**src/rtl/mips_multicycle_core.sv**
```systemverilog
// mips_multicycle_core: multi-cycle MIPS integer core with IDLE/EXEC/WB sequencing, PC and register file.
// Define MIPS_SHIFT_EN to add R-type SLL/SRL; otherwise those functs retire as illegal.
module mips_multicycle_core #(
  parameter int              DATA_W   = 32,
  parameter int              PC_W     = 32,
  parameter logic [PC_W-1:0] PC_RESET = '0
) (
  input  logic              clk,
  input  logic              reset_n,
  input  logic              instr_valid,
  output logic              instr_ready,
  input  logic [31:0]       instr,
  output logic [PC_W-1:0]   pc,
  output logic [DATA_W-1:0] result,
  output logic              result_valid,
  output logic              illegal,
  input  logic [4:0]        dbg_addr,
  output logic [DATA_W-1:0] dbg_data
);
  typedef enum logic [1:0] {IDLE, EXEC, WB} state_t;
  state_t            st_q;
  logic [31:0]       ir_q;
  logic [DATA_W-1:0] regs_q [32];
  logic [DATA_W-1:0] alu_q, alu_d, result_q;
  logic [PC_W-1:0]   pc_q, npc_q, npc_d;
  logic [4:0]        wa_q, wa_d;
  logic              wen_q, wen_d, ill_q, ill_d, rv_q, il_q;
  logic [DATA_W-1:0] a, b, simm, sub;
  logic [PC_W-1:0]   pc4, tgt;
  assign a           = regs_q[ir_q[25:21]];
  assign b           = regs_q[ir_q[20:16]];
  assign simm        = DATA_W'($signed(ir_q[15:0]));
  assign sub         = a - b;
  assign pc4         = pc_q + PC_W'(4);
  assign tgt         = pc4 + PC_W'($signed({ir_q[15:0], 2'b00}));
  assign instr_ready = st_q == IDLE;
  assign pc          = pc_q;
  assign result      = result_q;
  assign result_valid = rv_q;
  assign illegal     = il_q;
  assign dbg_data    = dbg_addr == 5'd0 ? '0 : regs_q[dbg_addr];
  always_comb begin
    alu_d = '0;
    wen_d = 1'b0;
    wa_d  = ir_q[15:11];
    npc_d = pc4;
    ill_d = 1'b0;
    case (ir_q[31:26])
      6'h00: case (ir_q[5:0])
        6'h20: begin alu_d = a + b; wen_d = 1'b1; end
        6'h22: begin alu_d = sub; wen_d = 1'b1; end
        6'h24: begin alu_d = a & b; wen_d = 1'b1; end
        6'h2a: begin alu_d = DATA_W'($signed(a) < $signed(b)); wen_d = 1'b1; end
        6'h08: begin alu_d = a; npc_d = PC_W'(a); end
`ifdef MIPS_SHIFT_EN
        6'h00: begin alu_d = b << ir_q[10:6]; wen_d = 1'b1; end
        6'h02: begin alu_d = b >> ir_q[10:6]; wen_d = 1'b1; end
`endif
        default: ill_d = 1'b1;
      endcase
      6'h08: begin alu_d = a + simm; wen_d = 1'b1; wa_d = ir_q[20:16]; end
      6'h04: begin alu_d = sub; npc_d = sub == '0 ? tgt : pc4; end
      6'h05: begin alu_d = sub; npc_d = sub != '0 ? tgt : pc4; end
      6'h0a: begin alu_d = DATA_W'($signed(a) < $signed(b)); npc_d = $signed(a) < $signed(b) ? tgt : pc4; end
      6'h0b: begin alu_d = DATA_W'($signed(b) < $signed(a)); npc_d = $signed(b) < $signed(a) ? tgt : pc4; end
      default: ill_d = 1'b1;
    endcase
  end
  always_ff @(posedge clk) begin
    if (!reset_n) begin
      st_q     <= IDLE;
      pc_q     <= PC_RESET;
      result_q <= '0;
      rv_q     <= 1'b0;
      il_q     <= 1'b0;
      for (int i = 0; i < 32; i++) regs_q[i] <= '0;
    end else begin
      rv_q <= 1'b0;
      il_q <= 1'b0;
      case (st_q)
        IDLE: if (instr_valid) begin
          ir_q <= instr;
          st_q <= EXEC;
        end
        EXEC: begin
          alu_q <= alu_d;
          wen_q <= wen_d;
          wa_q  <= wa_d;
          npc_q <= npc_d;
          ill_q <= ill_d;
          st_q  <= WB;
        end
        WB: begin
          if (wen_q && wa_q != 5'd0) regs_q[wa_q] <= alu_q;
          pc_q     <= npc_q;
          result_q <= alu_q;
          rv_q     <= 1'b1;
          il_q     <= ill_q;
          st_q     <= IDLE;
        end
        default: st_q <= IDLE;
      endcase
    end
  end
endmodule

```
**config.mk**
```make
export PLATFORM = sky130hd
export DESIGN_NAME = mips_multicycle_core
export DESIGN_NICKNAME = d
export VERILOG_FILES = /design/src/rtl/mips_multicycle_core.sv
export SDC_FILE = /design/constraint.sdc
export NUM_CORES = 2
export LEC_CHECK = 0
export CORE_MARGIN = 4
export CORE_UTILIZATION = 55
export DETAILED_ROUTE_END_ITERATION = 12
export PLACE_DENSITY = 0.74
export SETUP_SLACK_MARGIN = 0.2
export SYNTH_ARGS = -nofsm -noshare
export SYNTH_HDL_FRONTEND = slang
export SYNTH_SLANG_ARGS = --single-unit
```
**constraint.sdc**
```tcl
create_clock -name clk -period 9.4 [get_ports clk]
set_input_delay 2.82 -clock clk [delete_from_list [all_inputs] [get_ports clk]]
set_output_delay 2.82 -clock clk [all_outputs]
set_load 0.1 [all_outputs]
```
# Yosys cells after proc, flatten, opt, wreduce, memory -nomap -nowiden
# Memories as Yosys holds them, arrays and structs flattened. A register that Yosys moved wholly into a read port is not among the register bits.
# Cells that the tools add are included.
# word_totals
memories	1
register_bits	171
inputBits	40
output_inout_bits	99
ramBits	1024
# classes
n_eq_ne	13
muxes	27
n_addsub	5
n_bitwise	1
n_lt_le_gt_ge	2
reduce_logical	15
# mem_list
memory	words	word_bits	read_ports	rd_ports_with_merged_regs	write_ports	line_no	source
regs_q	32	32	3	2	32	23	logic [DATA_W-1:0] regs_q [32];
# op_table
op	count
case mux 32 bit (5 select lines)	3
2-to-1 mux 32 bit	7
adder 32 bit	3
< comparator 32 bit	2
adder 32 x 3 -> 32 bit, second input constant	1
bitwise AND 32 bit	1
logical NOT 32 bit	1
nonzero test 32 bit	1
OR reduction 32 bit	1
subtractor 32 bit	1
equality test 6 x 4 -> 1 bit, second input constant	4
equality test 6 bit, second input constant	4
2-to-1 mux 5 bit	4
equality test 6 x 3 -> 1 bit, second input constant	2
OR reduction 5 bit	2
2-to-1 mux 1 bit	9
logical NOT 6 bit	1
logical NOT 5 bit	1
nonzero test 5 bit	1
case mux 1 bit (2 select lines)	2
case mux 2 bit (2 select lines)	1
AND reduction 2 bit	2
OR reduction 4 bit	1
AND reduction 3 bit	1
7 further kinds	7

# Longest topological paths before layout
# logic_depth
depth_word	8
mapped_depth	23

# Least setup slack after synthesis
# Ideal clock, no wire load.
# synth_path
path_type	input -> register
from	input port reset_n
to	register alu_q[0] (enable)
cell_stages	3
t_required_ps	8798
n_path_buf	1
arrival_time_ps	8399
setup_slack_ps	399
cell_sequence	clkinv_1 -> clkbuf_1 -> nor3b_1
# synth_between
elab_chain_len	1
# synth_lines
element	line_no	source
start: declaration	9	input logic reset_n,
AND reduction 2 bit (no line)	--	
end signal: assignment	86	alu_q <= alu_d;
end: declaration	24	logic [DATA_W-1:0] alu_q, alu_d, result_q;
# No other way between the ends.
# A chain may end at the register's enable or synchronous reset.

# Worst setup path in the final report
# layout_path
from	input port dbg_addr[0]
to	output port dbg_data[31]
# layout_between
elab_chain_len	2
elab_cells_between_ends	3
cone_classes	mux (1); reduce/logical (1); memory (1)
# layout_lines
element	line_no	source
start: declaration	17	input logic [4:0] dbg_addr,
memory (32 x 32 bit) / logical NOT 5 bit (equally long branches)	--	
2-to-1 mux 32 bit (*)	41	assign dbg_data = dbg_addr == 5'd0 ? '0 : regs_q[dbg_addr];
end: declaration	18	output logic [DATA_W-1:0] dbg_data
# Every way passes the cells marked *; elsewhere a longest branch is shown, timed or not.

==> reports/qor.txt <==
SETUP PATH
----------------------------------------------------------------------------------
Critical Setup Path Class ........................................... input port to output port
Highest net fanout along the worst path .............................           48
Critical path endpoint category .....................................  output port
Data required time at the worst endpoint ............................      6.58 ns
Crit path arrival time ..............................................      5.68 ns
Number of cell instances on the worst register-to-register path .....           17
R2r endpoint ........................................................ npc_q[7]$_DFFE_PP_
CP startpoint kind ..................................................   input port
Flop-to-flop setup slack ............................................      1.18 ns

TIMING
----------------------------------------------------------------------------------
Final period demand of the worst path ...............................      8.50 ns
Number of pins exceeding their max-slew limit in the final report ...            0
Worst-case headroom to the max-slew limit ...........................        4.33%
Fmax achieved .......................................................    0.118 GHz
Pin slew with the least headroom to its limit .......................      1.40 ns
Number of hold violations in the final report .......................            0
Final setup fails ...................................................            0
Clock tree skew after final layout ..................................    0.0340 ns
Crit share post-route ...............................................        90.4%
TNS Setup ...........................................................         0 ns
Setup repair after global routing missed its margin .................           no

WORST HOLD PATH
----------------------------------------------------------------------------------
Depth of the worst hold-timing path .................................            2
Worst hold-check path type .......................................... register to register
Startpoint of the tightest hold check path .......................... result[17]$_SDFFE_PN0P_
Worst hold endpoint ................................................. result[17]$_SDFFE_PN0P_

GRT
----------------------------------------------------------------------------------
Via count of the first global-routing pass ..........................        54600
Congestion Overflow GR ..............................................            0
First-pass GRT wire length ..........................................       389 mm
GRT Resource Usage Total ............................................        37.3%
Largest net degree at the start of global routing ...................           80
Antenna violations before repair ....................................           28

POWER
----------------------------------------------------------------------------------
Leakage power .......................................................      30.9 nW
P per Cell Area .....................................................  179 nW/um^2
Total chip power ....................................................      15.4 mW
Max rail drop VDD ...................................................       207 uV

CLOCKING
----------------------------------------------------------------------------------
TritonCTS clock tree ................................................         done
Cts hold-fix bufs ...................................................            0
CTS H-tree depth ....................................................            4
Buffer levels on the longest clock path .............................            3
Clock network latency to the later pin of the worst-skew pair .......      0.82 ns
Clk pin slew, worst setup/hold paths ................................      0.06 ns
Clk root buf ........................................................ sky130_fd_sc_hd__clkbuf_16
Setup Fix Bufs, Post-CTS ............................................            0
Post-cts gate resize count ..........................................            0
Clock sink count ....................................................         1205
Total clock buffers created by CTS ..................................          135

PLACE
----------------------------------------------------------------------------------
Placer's final routability congestion estimate ......................        0.973
Half-perimeter wire length of the detailed placement result .........       170 mm
Number of buffer cells added on primary ports .......................          138

CELLS AND AREA
----------------------------------------------------------------------------------
Layout cells sized above 1 ..........................................        27.3%
Nets@finish .........................................................         5666
Layout fillers ......................................................        10100
Utilization after layout ............................................        61.7%
Area Overhead vs Synth ..............................................        11.4%

RUN STATUS
----------------------------------------------------------------------------------
Status ..............................................................    completed

YOSYS
----------------------------------------------------------------------------------
Post-synth EDFFs ....................................................         1127
Synthesized flop and latch total ....................................         1205
Flip-flop cell with the highest count after synthesis ............... sky130_fd_sc_hd__edfxtp_1
Library cells used by synthesis .....................................           91
Count of warnings emitted by yosys ..................................            0
Post-synthesis async set-or-reset flop share ........................           0%
Number of standard cells after synthesis ............................         5480
Post-Syn Area .......................................................  77200 sq um
Average cell area after synthesis ...................................   14.1 sq um
Sequential element share of the synthesized area ....................        45.9%

DIE
----------------------------------------------------------------------------------
Overall die width ...................................................  383 microns
Core outline area ................................................... 140000 sq um
Row cnt .............................................................          137
Area enclosed by the die boundary ................................... 146000 sq um
Boundary pin count ..................................................          139
Effective utilization at floorplan ..................................        55.3%
Height of the chip ..................................................  383 microns

JOB
----------------------------------------------------------------------------------
Max-cap violation count .............................................            0

ROUTE
----------------------------------------------------------------------------------
Remaining number of nets flagged by the antenna check after routing .            0
Drt via density .....................................................         7.42
Routed Wire Length ..................................................       273 mm
Routed length per placed instance ................................... 36.6 microns
First-pass detailed-route iteration total ...........................            9
Number of DRC markers in iteration 0 ................................         9502
Vias ................................................................        55400
DRC errors left .....................................................            0

[state kept, by name (all words and copies together), names as in the netlist, named ones only]
signal / count
pc: 32
ir_q: 32
st_q: 2
alu_q: 32
wa_q: 5
result_valid: 1
ill_q: 1
regs_q: 1024
illegal: 1
result: 32
npc_q: 32
wen_q: 1
[report_power, final]
group / switching [mW] / total, mW / internal, mW
Combinational: 2.18 / 3.62 / 1.44
Clock: 2.33 / 5.47 / 3.13
Sequential: 0.237 / 6.28 / 6.05
Total: 4.75 / 15.4 / 10.6
[cells in the mapped netlist (all sizes together), types with 83 or more instances]
master,number,area (sq um)
xnor2,83,727
inv,123,462
clkbuf,392,1470
nand2,238,893
ha,157,1960
mux4,960,21600
mux2i,103,1030
o21ai,125,629
nor2,214,803
a21oi,192,987
edfxtp,1127,33800
buf,116,517
and2,998,6240
[per-stage QoR]
stage / hold slack [ns] / cell area (sq um) / instances / setup slack [ns]
4_1_cts: 0.455 / 86000 / 7446 / 0.927
5_1_grt: 0.485 / 86000 / 7447 / 0.803
2_1_floorplan: 0.450 / 77300 / 5511 / 0.399
3_5_place_dp: 0.447 / 81500 / 7204 / 0.962
3_3_place_gp: 0.443 / 81500 / 7204 / 0.977
6_report: 0.453 / 86000 / 7465 / 0.901
[cells by family (layout without fill, tap and decap cells)]
group	after synthesis	count (layout)	share of synthesized area, %
AO/OA/AOI/OAI	614	614	5.35
XOR/XNOR	114	114	1.29
adder cells (fa/ha/maj)	161	161	2.65
buffers and inverters	632	691	3.18
flip-flops	1205	1205	45.9
multiplexers	1079	1079	29.6
other	1	51	0.00486
AND/OR/NAND/NOR	1674	1674	12.1
[layout by cell type (no fill, tap or decap), types with 36 or more instances in the layout]
cell	count
sky130_fd_sc_hd__nor2_1	182
sky130_fd_sc_hd__clkdlybuf4s50_1	100
sky130_fd_sc_hd__xnor2_1	83
sky130_fd_sc_hd__nand2_1	238
sky130_fd_sc_hd__mux4_2	960
sky130_fd_sc_hd__ha_1	157
sky130_fd_sc_hd__and2_1	998
sky130_fd_sc_hd__a221o_1	36
sky130_fd_sc_hd__dfxtp_1	68
sky130_fd_sc_hd__buf_12	37
sky130_fd_sc_hd__a21oi_1	187
sky130_fd_sc_hd__mux2i_1	102
sky130_fd_sc_hd__o21ai_0	84
sky130_fd_sc_hd__clkbuf_16	139
sky130_fd_sc_hd__inv_1	123
sky130_fd_sc_hd__buf_4	184
sky130_fd_sc_hd__a21o_1	43
sky130_fd_sc_hd__nand3_1	37
sky130_fd_sc_hd__nor3_1	36
sky130_fd_sc_hd__edfxtp_1	1127
[worst max-delay path, cell delays in order]
cell,delay [ns]
sky130_fd_sc_hd__buf_8,0.45
sky130_fd_sc_hd__buf_12,0.33
sky130_fd_sc_hd__mux4_2,0.54
sky130_fd_sc_hd__mux4_2,0.51
sky130_fd_sc_hd__mux2i_1,0.48
sky130_fd_sc_hd__nor2_1,0.11
sky130_fd_sc_hd__buf_4,0.26
[per-layer routing]
metal / up-vias / GRT usage, % / share of wire, %
li1: 21400 / - / -
met1: 27400 / 45.3 / 32
met2: 5404 / 55.7 / 45
met3: 1169 / 15.7 / 17
met4: 6 / 22.4 / 7.0
met5: - / 0.265 / 0.030
[cell type report]
type / instances / area, sq um / share of cell area, %
clock buffer: 154 / 3530 / 4.11
timing repair buffer: 325 / 3170 / 3.68
antenna: 19 / 47.5 / 0.0553
multi-input combinational: 3674 / 40100 / 46.6
clock inverter: 88 / 922 / 1.07
tap: 1876 / 2350 / 2.73
inverter: 124 / 470 / 0.547
sequential: 1205 / 35400 / 41.2
[how the worst max path moves through the flow]
| stage | startpoint | slack (ns) | cells past startpoint | to |
|---|---|---|---|---|
| floorplan | reset_n | 0.40 | 3 | alu_q[0]$_DFFE_PP_ |
| global placement | dbg_addr[0] | 0.98 | 7 | dbg_data[18] |
| detailed placement | dbg_addr[0] | 0.96 | 7 | dbg_data[24] |
| CTS | dbg_addr[0] | 0.93 | 7 | dbg_data[24] |
| global route | dbg_addr[0] | 0.80 | 8 | dbg_data[17] |
| finish | dbg_addr[0] | 0.90 | 7 | dbg_data[31] |
Power figures use the tool's default switching activity.
